$ cat src/rtl/coffee_dispense_ctrl.sv
// Drink vending controller: checks coin credit against the selected drink price,
// times the dispense valve, then returns change and requests a credit clear.
module coffee_dispense_ctrl #(
  parameter int unsigned N           = 8,
  parameter int unsigned PRICE0      = 3,
  parameter int unsigned PRICE1      = 5,
  parameter int unsigned PRICE2      = 6,
  parameter int unsigned PRICE3      = 10,
  parameter int unsigned BREW_CYCLES = 4
) (
  input  logic         clk,
  input  logic         rst,
  input  logic [N-1:0] credit_i,
  input  logic [1:0]   sel_i,
  input  logic         start_i,
  input  logic         cancel_i,
  output logic         dispense_o,
  output logic [1:0]   drink_o,
  output logic         busy_o,
  output logic         deny_o,
  output logic [N-1:0] change_o,
  output logic         change_valid_o,
  output logic         clr_credit_o
);

  localparam int unsigned TW = (BREW_CYCLES > 1) ? $clog2(BREW_CYCLES) : 1;

  typedef enum logic [1:0] {
    IDLE   = 2'd0,
    CHECK  = 2'd1,
    BREW   = 2'd2,
    CHANGE = 2'd3
  } state_e;

  state_e         state_q, state_d;
  logic           start_q, cancel_q;
  logic [1:0]     sel_q, sel_d;
  logic [TW-1:0]  timer_q, timer_d;
  logic           dispense_d, busy_d, deny_d, change_valid_d, clr_credit_d;
  logic [1:0]     drink_d;
  logic [N-1:0]   change_d;
  logic [N-1:0]   price_c;
  logic           start_e_c, cancel_e_c;

  assign start_e_c  = start_i & ~start_q;
  assign cancel_e_c = cancel_i & ~cancel_q;

  always_comb begin
    case (sel_q)
      2'd0:    price_c = N'(PRICE0);
      2'd1:    price_c = N'(PRICE1);
      2'd2:    price_c = N'(PRICE2);
      default: price_c = N'(PRICE3);
    endcase
  end

  // Outputs are computed from the next state so each registered output lines
  // up with the state it belongs to (change_valid directly follows dispense).
  always_comb begin
    state_d        = state_q;
    sel_d          = sel_q;
    timer_d        = timer_q;
    dispense_d     = 1'b0;
    drink_d        = 2'd0;
    deny_d         = 1'b0;
    change_d       = change_o;
    change_valid_d = 1'b0;
    clr_credit_d   = 1'b0;
    case (state_q)
      IDLE: begin
        if (cancel_e_c) begin
          if (credit_i != '0) begin
            change_d       = credit_i;
            change_valid_d = 1'b1;
            clr_credit_d   = 1'b1;
          end
        end else if (start_e_c) begin
          sel_d   = sel_i;
          state_d = CHECK;
        end
      end
      CHECK: begin
        if (credit_i >= price_c) begin
          timer_d    = TW'(BREW_CYCLES - 1);
          state_d    = BREW;
          dispense_d = 1'b1;
          drink_d    = sel_q;
        end else begin
          deny_d  = 1'b1;
          state_d = IDLE;
        end
      end
      BREW: begin
        if (timer_q == '0) begin
          state_d        = CHANGE;
          change_d       = credit_i - price_c;
          change_valid_d = 1'b1;
          clr_credit_d   = 1'b1;
        end else begin
          timer_d    = timer_q - TW'(1);
          dispense_d = 1'b1;
          drink_d    = sel_q;
        end
      end
      CHANGE:  state_d = IDLE;
      default: state_d = IDLE;
    endcase
    busy_d = (state_d != IDLE);
  end

  always_ff @(posedge clk or posedge rst) begin
    if (rst) begin
      state_q        <= IDLE;
      start_q        <= 1'b0;
      cancel_q       <= 1'b0;
      sel_q          <= 2'd0;
      timer_q        <= '0;
      dispense_o     <= 1'b0;
      drink_o        <= 2'd0;
      busy_o         <= 1'b0;
      deny_o         <= 1'b0;
      change_o       <= '0;
      change_valid_o <= 1'b0;
      clr_credit_o   <= 1'b0;
    end else begin
      state_q        <= state_d;
      start_q        <= start_i;
      cancel_q       <= cancel_i;
      sel_q          <= sel_d;
      timer_q        <= timer_d;
      dispense_o     <= dispense_d;
      drink_o        <= drink_d;
      busy_o         <= busy_d;
      deny_o         <= deny_d;
      change_o       <= change_d;
      change_valid_o <= change_valid_d;
      clr_credit_o   <= clr_credit_d;
    end
  end

endmodule

$ cat config.mk
export PLATFORM = sky130hd
export DESIGN_NAME = coffee_dispense_ctrl
export DESIGN_NICKNAME = d
export VERILOG_FILES = /design/src/rtl/coffee_dispense_ctrl.sv
export SDC_FILE = /design/constraint.sdc
export NUM_CORES = 1
export LEC_CHECK = 0
export CAP_MARGIN = 20
export CELL_PAD_IN_SITES_DETAIL_PLACEMENT = 1
export CELL_PAD_IN_SITES_GLOBAL_PLACEMENT = 1
export CORE_MARGIN = 1.5
export CORE_UTILIZATION = 40
export CTS_BUF_LIST = sky130_fd_sc_hd__clkbuf_16
export DETAILED_ROUTE_END_ITERATION = 8
export PLACE_DENSITY_LB_ADDON = 0.08
export SLEW_MARGIN = 10
export SYNTH_ARGS = -nofsm -noshare
export SYNTH_HDL_FRONTEND = slang
export SYNTH_SLANG_ARGS = --single-unit
$ cat constraint.sdc
create_clock -name clk -period 3.6 [get_ports clk]
set_clock_uncertainty 0.15 [all_clocks]
set_input_delay 0.54 -clock clk [delete_from_list [all_inputs] [get_ports clk]]
set_output_delay 0.54 -clock clk [all_outputs]
set_load 0.01 [all_outputs]
# == Yosys cells after proc, flatten, opt, wreduce, memory -nomap -nowiden ==
# Index checks and enable logic that the tools add are counted.
# word_totals
ff_bits,22
latch_bits,0
ramBits,0
rom_bits,0
inputBits,14
out_inout_bits,15
wordCells,64
n_memories,0
# classes
add_sub_neg,2
multipliers,0
n_div,0
magnitude_cmp,1
n_eq_ne,10
shift,0
mux,25
bitwise_logic,5
reduce_logical,10
# ops
cell,count
$mux W8,3
$mux W2,8
$pmux W8 S2,1
$pmux W4 S3,1
$ne A2 B2 Y1 const B,5
$ge A8 B8 Y1,1
$pmux W2 S2,2
$pmux W2 S4,1
$reduce_bool A8 Y1,1
$sub A8 B8 Y8,1
$mux W1,7
$eq A2 B2 Y1 const B,3
$logic_not A2 Y1,3
$reduce_and A3 Y1,2
$reduce_bool A2 Y1,3
$eq A2 B1 Y1 const B,2
$pmux W1 S2,2
$reduce_and A4 Y1,1
$not A1 Y1,3
$and A1 B1 Y1,2
$sub A2 B1 Y2 const B,1

# == Logic depth before layout (Yosys ltp) ==
# logic_depth
ltp_word,6
ltp_mapped,9
depth_no_buf,9

# == Worst setup path before layout ==
# No wires, ideal clock.
# synth_timing
path_kind,input to register
from,input port credit_i[0]
to,register change_o[6]
setup_ps,122
t_arrival_ps,1845
required_time_ps,3328
path_slack_ps,1482
stages,8
n_path_buf,0
cell_sequence,inv_1 ha_1 inv_1 fa_1 a21o_1 a211oi_1 xnor2_1 a21oi_2
# synth_between
elab_chain_len,3
word_cells_on_any_way,6
classes_between,add/sub (1); eq/ne (1); mux (2); reduce/logical (2)
# synth_lines
element,line,text
"start, declared",13,"input logic [N-1:0] credit_i,"
$sub A8 B8 Y8 / $reduce_bool A8 Y1 (equally long branches),"96, 72",
$mux W8 / $ne A2 B2 Y1 (equally long branches),--,
$pmux W8 S2 / $reduce_and A4 Y1 (equally long branches),--,
"end signal, assigned",135,change_o <= change_d;
"end, declared",21,"output logic [N-1:0] change_o,"
# Parallel ways exist; a longest one is shown, timed or not. The select of a mux whose other input is x is not followed.
# A chain may end at the register's enable or synchronous reset.

# == Worst setup path in the final report ==
# layout_timing
from,input port credit_i[0]
to,register busy_o
# layout_between
elab_chain_len,4
# layout_lines
element,line,text
$ge A8 B8 Y1,83,if (credit_i >= price_c) begin
$mux W2,83,
$pmux W2 S4,69,case (state_q)
via state_d[1],35,"state_e state_q, state_d;"
$reduce_bool A2 Y1,108,busy_d = (state_d != IDLE);
via busy_d,39,"logic dispense_d, busy_d, deny_d, change_valid_d, clr_credit_d;"
"end signal, assigned",133,busy_o <= busy_d;
"end, declared",19,"output logic busy_o,"
# The timed path passes the listed nets, and every way through them passes these cells.

==> flow_summary_export.csv <==
group,metric,value,unit
cts,cts_hold_buf,0,
timing,rsz0062_at_grt,"false",
drt,met1Wirelength,1270,um
yosys,syn_nets,146,
power_and_ir_drop,p_per_area,896,mW/mm^2
yosys,synth_cells,121,
yosys,synth-seq-cells,22,
cts,cts_buffers,3,
layout,drive_gt1_frac,0.0800,
yosys,avgSynthCellArea,10.2,um^2
timing,hold_viol,0,
yosys,yosys_warnings,0,
floorplan,die_w,58.6,um
run,cap_violations,0,
grt,grt_use_total,0.174,
timing,slew_headroom,0.442,
timing,fmax,0.400,GHz
floorplan,ios,29,
floorplan,chipHeight,58.6,um
yosys,async_flop_share,1.00,
drt,dr.first_iter.drc_count,16,
floorplan,core_area,0.00300,mm^2
timing,tns,0,ps
placement,portBuffers,28,
yosys,synth_top_area_share,0.445,
worst_setup_path,crit_path_end,"busy_o",
yosys,synth_flop_cell,"dfrtp_1",
yosys,seq_area_frac_synth,0.445,
placement,dp.cells,180,
drt,vias_per_cell,5.27,
placement,place_hpwl,2100,um
placement,gp_congestion,0.830,
drt,vias,965,
worst_setup_path,r2r-end,"change_o[2]",
grt,first_global_vias,946,
cts,path_clk_slew,50,ps
drt,post_drt_wl_per_cell,14.5,um
yosys,synth-edff-count,0,
yosys,synthTopCellsByArea,"dfrtp_1 44%, ha_1 10%, nor2_1 3.9%",
worst_setup_path,crit_type,"in -> reg",
drt,antenna_left,0,
floorplan,die-area,0.00344,mm^2
cts,cts_setup_buffers,0,
layout,final_cell_mix,"28 x clkdlybuf4s50_1, 22 x dfrtp_1, 13 x nor2_1",
worst_setup_path,crit_path_end_kind,"flop",
drt,routed.top_layer,"met4",
grt,grt_pass1_wl,4460,um
drt,first_pass_iters,4,
layout,area_delta_synth_final,30.7,%
outcome,status,"completed",
power_and_ir_drop,irDropWorstVdd,357,uV
cts,clkLatencyLatePin,250,ps
drt,met3_length,84,um
min_path,min_path_type,"reg -> reg",
cts,cts.repair.resized,0,
cts,clockBufferDepth,2,
timing,slew_violations,0,
timing,worstMarginPinSlew,837,ps
yosys,synth_area_leader_cell,"dfrtp_1",
worst_setup_path,path_max_fanout,3,
timing,min_period,2500,ps
floorplan,fp-row-count,20,
layout,nFillCells,338,
floorplan,start_util,0.412,
layout,multi_input_area,626,um^2
layout,seq_area,551,um^2
cts,cts.htree.levels,1,
yosys,synth_area,0.00124,mm^2
cts,cts-root-buf,"clkbuf_16",
worst_setup_path,setup.worst_path.start,"credit_i[0]",
drt,wl,2660,um
worst_setup_path,start_kind,"input port",
power_and_ir_drop,p_leak,0.000699,uW
grt,grt_max_degree,23,
drt,wl_met2,1250,um
layout,final_nets,177,
worst_setup_path,reg2reg_depth,6,
timing,setup_viol,0,
drt,drc,0,
layout,final_common_cell,"clkdlybuf4s50_1",
cts,cts_sinks,22,
layout,antenna_cells,0,
grt,antenna_found_initial,0,
yosys,ys_types,37,
cts,cts_tree,"yes",
timing,finalCritPeriodShare,0.694,
worst_setup_path,crit-reg2reg-launch,"state_q[0]",
worst_setup_path,cp.arrival,2490,ps
worst_setup_path,required,3590,ps
layout,fin_cells,183,
grt,grt_remaining_overflow,0,
worst_setup_path,r2r_slack,1390,ps
[worst max-delay path: stages]
cell             delay (ps)
clkdlybuf4s50_1         430
inv_1                    90
ha_1                    180
inv_1                    60
fa_1                    430
nand3_1                 120
nand2_1                  90
o21ai_1                 190
a22oi_1                 130
or2_1                   230
[where the power goes]
group | internal (uW) | total [uW] | switching (uW)
clock network | 147 | 230 | 82.9
logic | 391 | 816 | 425
registers | 351 | 404 | 52.9
[worst min-delay path by stage]
stage / startpoint / to / depth (start not counted)
2_1_floorplan: timer_q[0] / timer_q[0] / 1
6_report: timer_q[0] / timer_q[0] / 1
4_1_cts: timer_q[0] / timer_q[0] / 1
3_5_place_dp: timer_q[0] / timer_q[0] / 1
5_1_grt: timer_q[0] / timer_q[0] / 1
3_3_place_gp: timer_q[0] / timer_q[0] / 1
[metrics by stage]
stage / total power (uW) / cell area (um^2) / setup slack (ps) / hold slack (ps) / utilization
finish: 1450 / 1620 / 1100 / 353 / 0.539
global route: 1570 / 1620 / 980 / 374 / 0.539
CTS: 1480 / 1620 / 1100 / 354 / 0.539
detailed placement: 1230 / 1540 / 872 / 346 / 0.514
global placement: 1210 / 1540 / 945 / 319 / 0.514
floorplan: 957 / 1240 / 1480 / 295 / -
[state kept, by name, summed over array words and instances (netlist names), 2 cells and up]
signal and flops:
sel_q 2, change_o 8, drink_o 2, state_q 2
timer_q 2
[cells by family (layout without fill, tap and decap cells)]
group / Yosys count / count (layout) / share of synthesized area
simple gates: 36 / 36 / 0.146
compound gates: 28 / 28 / 0.155
flops: 22 / 22 / 0.445
buf+inv: 13 / 42 / 0.0495
fa+ha+maj: 11 / 11 / 0.117
mux: 6 / 6 / 0.0526
xor+xnor: 5 / 5 / 0.0354
[area by class of cell]
type                            count  area share
Tap cell                           33      0.0255
Sequential cell                    22       0.340
Clock buffer                        3      0.0464
Timing Repair Buffer               29       0.178
Inverter                           10      0.0232
Multi-Input combinational cell     86       0.387
[routing by layer]
layer / global-route usage / up-vias
li1: - / 476
met1: 0.233 / 460
met2: 0.286 / 24
met3: 0.0176 / 5
met4: 0.0812 / 0
met5: 0 / -
[cell usage after synthesis, types with 2 or more instances]
library cell,count
dfrtp_1,22
nor2_1,13
ha_1,10
inv_1,10
a21oi_1,9
nand2_1,6
o21ai_0,5
nand3_1,4
xnor2_1,4
a21oi_2,3
mux2_2,3
nor2b_1,3
and2_1,2
mux2i_1,2
nand2b_1,2
nor4_1,2
(Power assumes the default switching activity.)
